`src/rtl/eiu.sv`:
```
// rtl/eiu.sv - exception/interrupt unit: trap/mret capture, CSR trap record, fetch redirect
// Optional: define ZCRV_EIU_IRQ_SYNC_EN to pass the interrupt lines through 2-flop synchronizers.
module eiu (
   input  logic        clk,
   input  logic        rst_n,
   input  logic        ext_irq,
   input  logic        time_irq,
   input  logic        soft_irq,
   input  logic        cmt_valid,
   input  logic [31:0] cmt_pc,
   input  logic [31:0] cmt_inst,
   input  logic [31:0] cmt_badaddr,
   input  logic        cmt_if_misalign,
   input  logic        cmt_illegal,
   input  logic        cmt_ebreak,
   input  logic        cmt_ecall,
   input  logic        cmt_ld_misalign,
   input  logic        cmt_st_misalign,
   input  logic        cmt_mret,
   input  logic        lsu_busy,
   input  logic [31:0] mtvec_r,
   input  logic [31:0] mstatus_r,
   input  logic [31:0] mepc_r,
   input  logic [31:0] mie_r,
   output logic        cmt_kill,
   output logic        trap_en,
   output logic        mret_commit,
   output logic [31:0] mepc_from_eiu,
   output logic [31:0] mcause_from_eiu,
   output logic [31:0] mtval_from_eiu,
   output logic        flush_req,
   output logic [31:0] flush_pc,
   input  logic        flush_ack
);

   typedef enum logic [1:0] {S_IDLE, S_TRAP, S_MRET, S_REDIRECT} state_t;

   state_t      state_q, state_d;
   logic        trap_en_q, trap_en_d;
   logic        mret_commit_q, mret_commit_d;
   logic        flush_req_q, flush_req_d;
   logic [31:0] mepc_q, mepc_d;
   logic [31:0] mcause_q, mcause_d;
   logic [31:0] mtval_q, mtval_d;
   logic [31:0] target_q, target_d;

   logic [2:0]  irq_lines;
   logic [2:0]  irq_pend;
   logic        irq_take;
   logic        exc_any;
   logic [3:0]  exc_code;
   logic [31:0] exc_tval;
   logic [3:0]  irq_code;
   logic [31:0] base;
   logic        csr_unused;

   assign csr_unused = ^{mie_r, mstatus_r};

`ifdef ZCRV_EIU_IRQ_SYNC_EN
   logic [2:0] irq_s1_q, irq_s2_q;

   always_ff @(posedge clk or negedge rst_n) begin
      if (!rst_n) begin
         irq_s1_q <= '0;
         irq_s2_q <= '0;
      end else begin
         irq_s1_q <= {ext_irq, time_irq, soft_irq};
         irq_s2_q <= irq_s1_q;
      end
   end
   assign irq_lines = irq_s2_q;
`else
   assign irq_lines = {ext_irq, time_irq, soft_irq};
`endif

   always_comb begin
      irq_pend = irq_lines & {mie_r[11], mie_r[7], mie_r[3]};
      irq_take = mstatus_r[3] & (|irq_pend);
      exc_any  = cmt_if_misalign | cmt_illegal | cmt_ebreak | cmt_ecall |
                 cmt_ld_misalign | cmt_st_misalign;
      base     = {mtvec_r[31:2], 2'b00};

      exc_code = 4'd6;
      exc_tval = cmt_badaddr;
      if (cmt_if_misalign) begin
         exc_code = 4'd0;
         exc_tval = cmt_badaddr;
      end else if (cmt_illegal) begin
         exc_code = 4'd2;
         exc_tval = cmt_inst;
      end else if (cmt_ebreak) begin
         exc_code = 4'd3;
         exc_tval = cmt_pc;
      end else if (cmt_ecall) begin
         exc_code = 4'd11;
         exc_tval = '0;
      end else if (cmt_ld_misalign) begin
         exc_code = 4'd4;
         exc_tval = cmt_badaddr;
      end

      // ext beats soft beats time, unlike the bit order of irq_pend
      if (irq_pend[2])      irq_code = 4'd11;
      else if (irq_pend[0]) irq_code = 4'd3;
      else                  irq_code = 4'd7;

      state_d       = state_q;
      trap_en_d     = 1'b0;
      mret_commit_d = 1'b0;
      flush_req_d   = 1'b0;
      mepc_d        = mepc_q;
      mcause_d      = mcause_q;
      mtval_d       = mtval_q;
      target_d      = target_q;
      cmt_kill      = 1'b0;

      case (state_q)
         S_IDLE: begin
            if (cmt_valid) begin
               if (exc_any) begin
                  cmt_kill  = 1'b1;
                  trap_en_d = 1'b1;
                  state_d   = S_TRAP;
                  mepc_d    = cmt_pc;
                  mcause_d  = {28'b0, exc_code};
                  mtval_d   = exc_tval;
                  target_d  = base;
               end else if (cmt_mret) begin
                  mret_commit_d = 1'b1;
                  state_d       = S_MRET;
                  target_d      = mepc_r;
               end else if (irq_take && !lsu_busy) begin
                  cmt_kill  = 1'b1;
                  trap_en_d = 1'b1;
                  state_d   = S_TRAP;
                  mepc_d    = cmt_pc;
                  mcause_d  = {1'b1, 27'b0, irq_code};
                  mtval_d   = '0;
                  target_d  = (mtvec_r[1:0] == 2'b01) ? base + {26'b0, irq_code, 2'b00} : base;
               end
            end
         end
         S_TRAP, S_MRET: begin
            cmt_kill    = 1'b1;
            flush_req_d = 1'b1;
            state_d     = S_REDIRECT;
         end
         default: begin
            cmt_kill = 1'b1;
            if (flush_ack) state_d = S_IDLE;
            else           flush_req_d = 1'b1;
         end
      endcase
   end

   always_ff @(posedge clk or negedge rst_n) begin
      if (!rst_n) begin
         state_q       <= S_IDLE;
         trap_en_q     <= 1'b0;
         mret_commit_q <= 1'b0;
         flush_req_q   <= 1'b0;
         mepc_q        <= '0;
         mcause_q      <= '0;
         mtval_q       <= '0;
         target_q      <= '0;
      end else begin
         state_q       <= state_d;
         trap_en_q     <= trap_en_d;
         mret_commit_q <= mret_commit_d;
         flush_req_q   <= flush_req_d;
         mepc_q        <= mepc_d;
         mcause_q      <= mcause_d;
         mtval_q       <= mtval_d;
         target_q      <= target_d;
      end
   end

   assign trap_en         = trap_en_q;
   assign mret_commit     = mret_commit_q;
   assign flush_req       = flush_req_q;
   assign flush_pc        = target_q;
   assign mepc_from_eiu   = mepc_q;
   assign mcause_from_eiu = mcause_q;
   assign mtval_from_eiu  = mtval_q;

endmodule
```
`config.mk`:
```
export PLATFORM = sky130hd
export DESIGN_NAME = eiu
export DESIGN_NICKNAME = d
export VERILOG_FILES = /design/src/rtl/eiu.sv
export SDC_FILE = /design/constraint.sdc
export NUM_CORES = 1
export LEC_CHECK = 0
export CAP_MARGIN = 20
export CORE_AREA = 3 3 144 146
export DETAILED_ROUTE_END_ITERATION = 12
export DIE_AREA = 0 0 147 149
export GPL_ROUTABILITY_DRIVEN = 0
export PLACE_DENSITY = 0.7
export SLEW_MARGIN = 25
export SYNTH_ARGS = -nofsm -noshare
export SYNTH_HDL_FRONTEND = slang
export SYNTH_SLANG_ARGS = --single-unit
```
`constraint.sdc`:
```
create_clock -name clk -period 2 [get_ports clk]
set_input_delay 0.3 -clock clk [delete_from_list [all_inputs] [get_ports clk]]
set_output_delay 0.3 -clock clk [all_outputs]
set_load 0.01 [all_outputs]
```
==> flow_summary.ini <==
[outcome]
status = complete, no violations

[yosys]
ys.flop_type = dfrtp_1
synth_area_leader_cell = dfrtp_1
ys_types = 71
synth_cells = 685
synth.most_common_cell = dfrtp_1
ys_ff_latch = 106
ys_warn_count = 0
ys_seq_area_share_pct = 41.93
synth_top_area_share_pct = 41.93
postSynth.asyncResetShare_pct = 100.0
synth-edff-count = 0
netlist_top_cells_area = dfrtp_1 42%, mux2_2 6.2%, o31ai_1 4.5%
netlist_area_sq_um = 6326
avgSynthCellArea_sq_um = 9.235
synthTopCellsByCount = 106 x dfrtp_1, 60 x nand2_1, 60 x nor2_1, 52 x a21oi_1, 38 x o31ai_1

[clock_tree]
cts-root-buf = clkbuf_16
cts_max_level = 3
cts.sinks = 106
cts.path.max_buffers = 2
insertion_delay_ns = 0.36
cts_tree = yes
cts_buffers = 9
clkTransAtPathRegs_ns = 0.08

[global_route]
grt_use_met2_pct = 37.96
use_met1_pct = 30.22
antenna_found_initial = 2
grt_pass1_vias = 7265
grt_use_met3_pct = 3.798
grt_start_max_net_pins = 103
grt_usage_pct = 22.84
grt_overflow = 0
grt_busiest_layer = met2
grt_pass1_wl_um = 39790

[route]
drt_wl_total_um = 25830
drt_first_pass_iters = 5
drcViolationCount = 0
avgViaCountPerCell = 5.236
drt_iter0_markers = 443
wl_per_cell_um = 19.19
vias = 7048
drtAntennaViolNets = 0

[placed_design]
portBuffers = 283
dp_slack_ns = -0.7035
hpwlAfterDp_um = 19040

[floorplanning]
core_sq_um = 19530
rows = 51
dieArea_sq_um = 21900
initial_utilization_pct = 32.40
io_pins = 371
die_h_um = 149
die_x_um = 147

[setup_path]
cp_max_fo = 4
worstPathCellList = dlygate4sd2_1, a21oi_4, ha_4, nand2b_4, a2111oi_4, nand4_1, a221o_1, a22o_1
crit_type = in2reg
startpoint_type = primary input
r2r_start = state_q[1]
worst_setup_path_end_kind = register
cp-startpoint = soft_irq
cpMaxStageDelayCell = a2111oi_4
cpPeakStageDelay_ns = 0.44
arrival_ns = 2.23
required_ns = 2.24

[timing]
setup_viol = 0
hold_viol_final = 0
post-route-period-util_pct = 99.22
fmax_ghz = 0.5039
worst_pin_slew_ns = 0.5930
timing.final.ws_setup_ns = 0.01567
finalClockSkew_ns = 0.01199
maxSlewViolCount = 0
fin_crit_ns = 1.984
slew_headroom_pct = 60.47

[final_layout]
layout.nets = 1318
drive_above_1_share_pct = 22.98
area_growth_pct = 73.12
final_core_utilization_pct = 56.09

[power]
vdd_drop_max_mv = 0.6266
power.leakage_uw = 0.004664
powerDensity_nw_per_um2 = 1021

[worst_hold_path]
hp-class = in2async

[job]
maxCapViolCount = 0
-- sequential cells by signal (all words and copies together) (netlist names) --
name,flops
mtval_from_eiu,32
trap_en,1
flush_pc,32
flush_req,1
mepc_from_eiu,32
mcause_from_eiu,5
mret_commit,1
state_q,2
-- area by class of cell --
| type | instances | area (sq um) |
|---|---|---|
| antenna | 2 | 5.005 |
| clock buffer | 9 | 225.2 |
| clock inverter | 7 | 81.33 |
| fill | 1756 | 8574 |
| inverter | 11 | 41.29 |
| multi-input combinational | 517 | 3545 |
| sequential | 106 | 2653 |
| tap | 265 | 331.6 |
| timing repair buffer | 429 | 4070 |
-- path summary, 6_finish.rpt --
kind | to | slack, ns | cells after the start
hold / removal | mepc_from_eiu[1] | 0.29 | 2
max in group asynchronous | flush_pc[25] | 0.94 | 3
setup reg to reg | mtval_from_eiu[7] | 0.16 | 8
hold reg to reg | mtval_from_eiu[8] | 0.48 | 2
setup / recovery | flush_pc[16] | 0.02 | 8
min in group clk | flush_pc[6] | 0.43 | 3
-- metal layers --
layer  up-vias  part of all wire (%)
met1      3405                    43
met3        48                   6.9
met4         0                   2.6
li1       3292                     -
met5         -                     0
met2       303                    48
-- cells in the final DEF (no fill, tap or decap), types with 7 or more instances in the layout --
cell type / synthesis / layout
nand3_1: 17 / 16
a21o_1: 8 / 8
clkbuf_16: 0 / 9
dfrtp_1: 106 / 106
buf_12: 0 / 9
and3_1: 8 / 8
nand4_1: 15 / 15
a22oi_1: 33 / 33
o22ai_1: 9 / 9
nor2_1: 60 / 58
clkdlybuf4s50_1: 0 / 256
dlygate4sd2_1: 0 / 12
o21ai_0: 26 / 22
o31ai_1: 38 / 37
buf_6: 3 / 7
nand2_1: 60 / 58
dlymetal6s2s_1: 0 / 11
inv_1: 11 / 11
a21oi_1: 52 / 50
conb_1: 1 / 27
mux2_2: 35 / 35
buf_4: 29 / 128
-- through the flow --
step                area [sq um]  TNS [ns]  total power [uW]  cells  hold WS, ns
floorplan                   6499  -0.05982              5979    711     0.004409
global placement           10280    -39.37              9126   1310       0.1100
detailed placement         10280    -44.10              9242   1310       0.1106
CTS                        10820         0             11250   1342       0.2684
global route               10950  -0.01638             11850   1346       0.2808
finish                     10950         0             11190   1346       0.2885
-- worst max-delay path: cells and delay by family --
kind,cells,cell delay [ns]
and+or+nand+nor,2,0.24
AOI/OAI and AO/OA,4,1.20
buffers and inverters,1,0.27
adders and majority gates,1,0.22
-- logic make-up (layout without fill, tap and decap cells) --
family,Yosys count,in the layout,synth area share [%]
AO/OA/AOI/OAI,228,228,24.78
AND/OR/NAND/NOR,208,209,16.22
flip-flops,106,106,41.93
buffers and inverters,89,456,7.694
multiplexers,42,42,7.496
XOR/XNOR,6,6,0.8307
adder cells (fa/ha/maj),5,5,0.9889
other,1,29,0.05928
-- where the power goes --
group / internal (uW) / switching (uW)
Sequential: 3120 / 542
Combinational: 3250 / 2370
Clock: 997 / 903
-- repair_timing --
| action | 4_1_cts | 5_1_grt |
|---|---|---|
| endpoints found under the setup margin | 63 | 33 |
| buffers inserted | 14 | 2 |
| gates resized for setup | 43 | 37 |
| hold buffers | 1 | 0 |
| pin swaps | 19 | 22 |
| endpoints found under the hold margin | 4 | 0 |
| cloned | 1 | 0 |
Note: power is estimated with default switching activity, not from simulation.
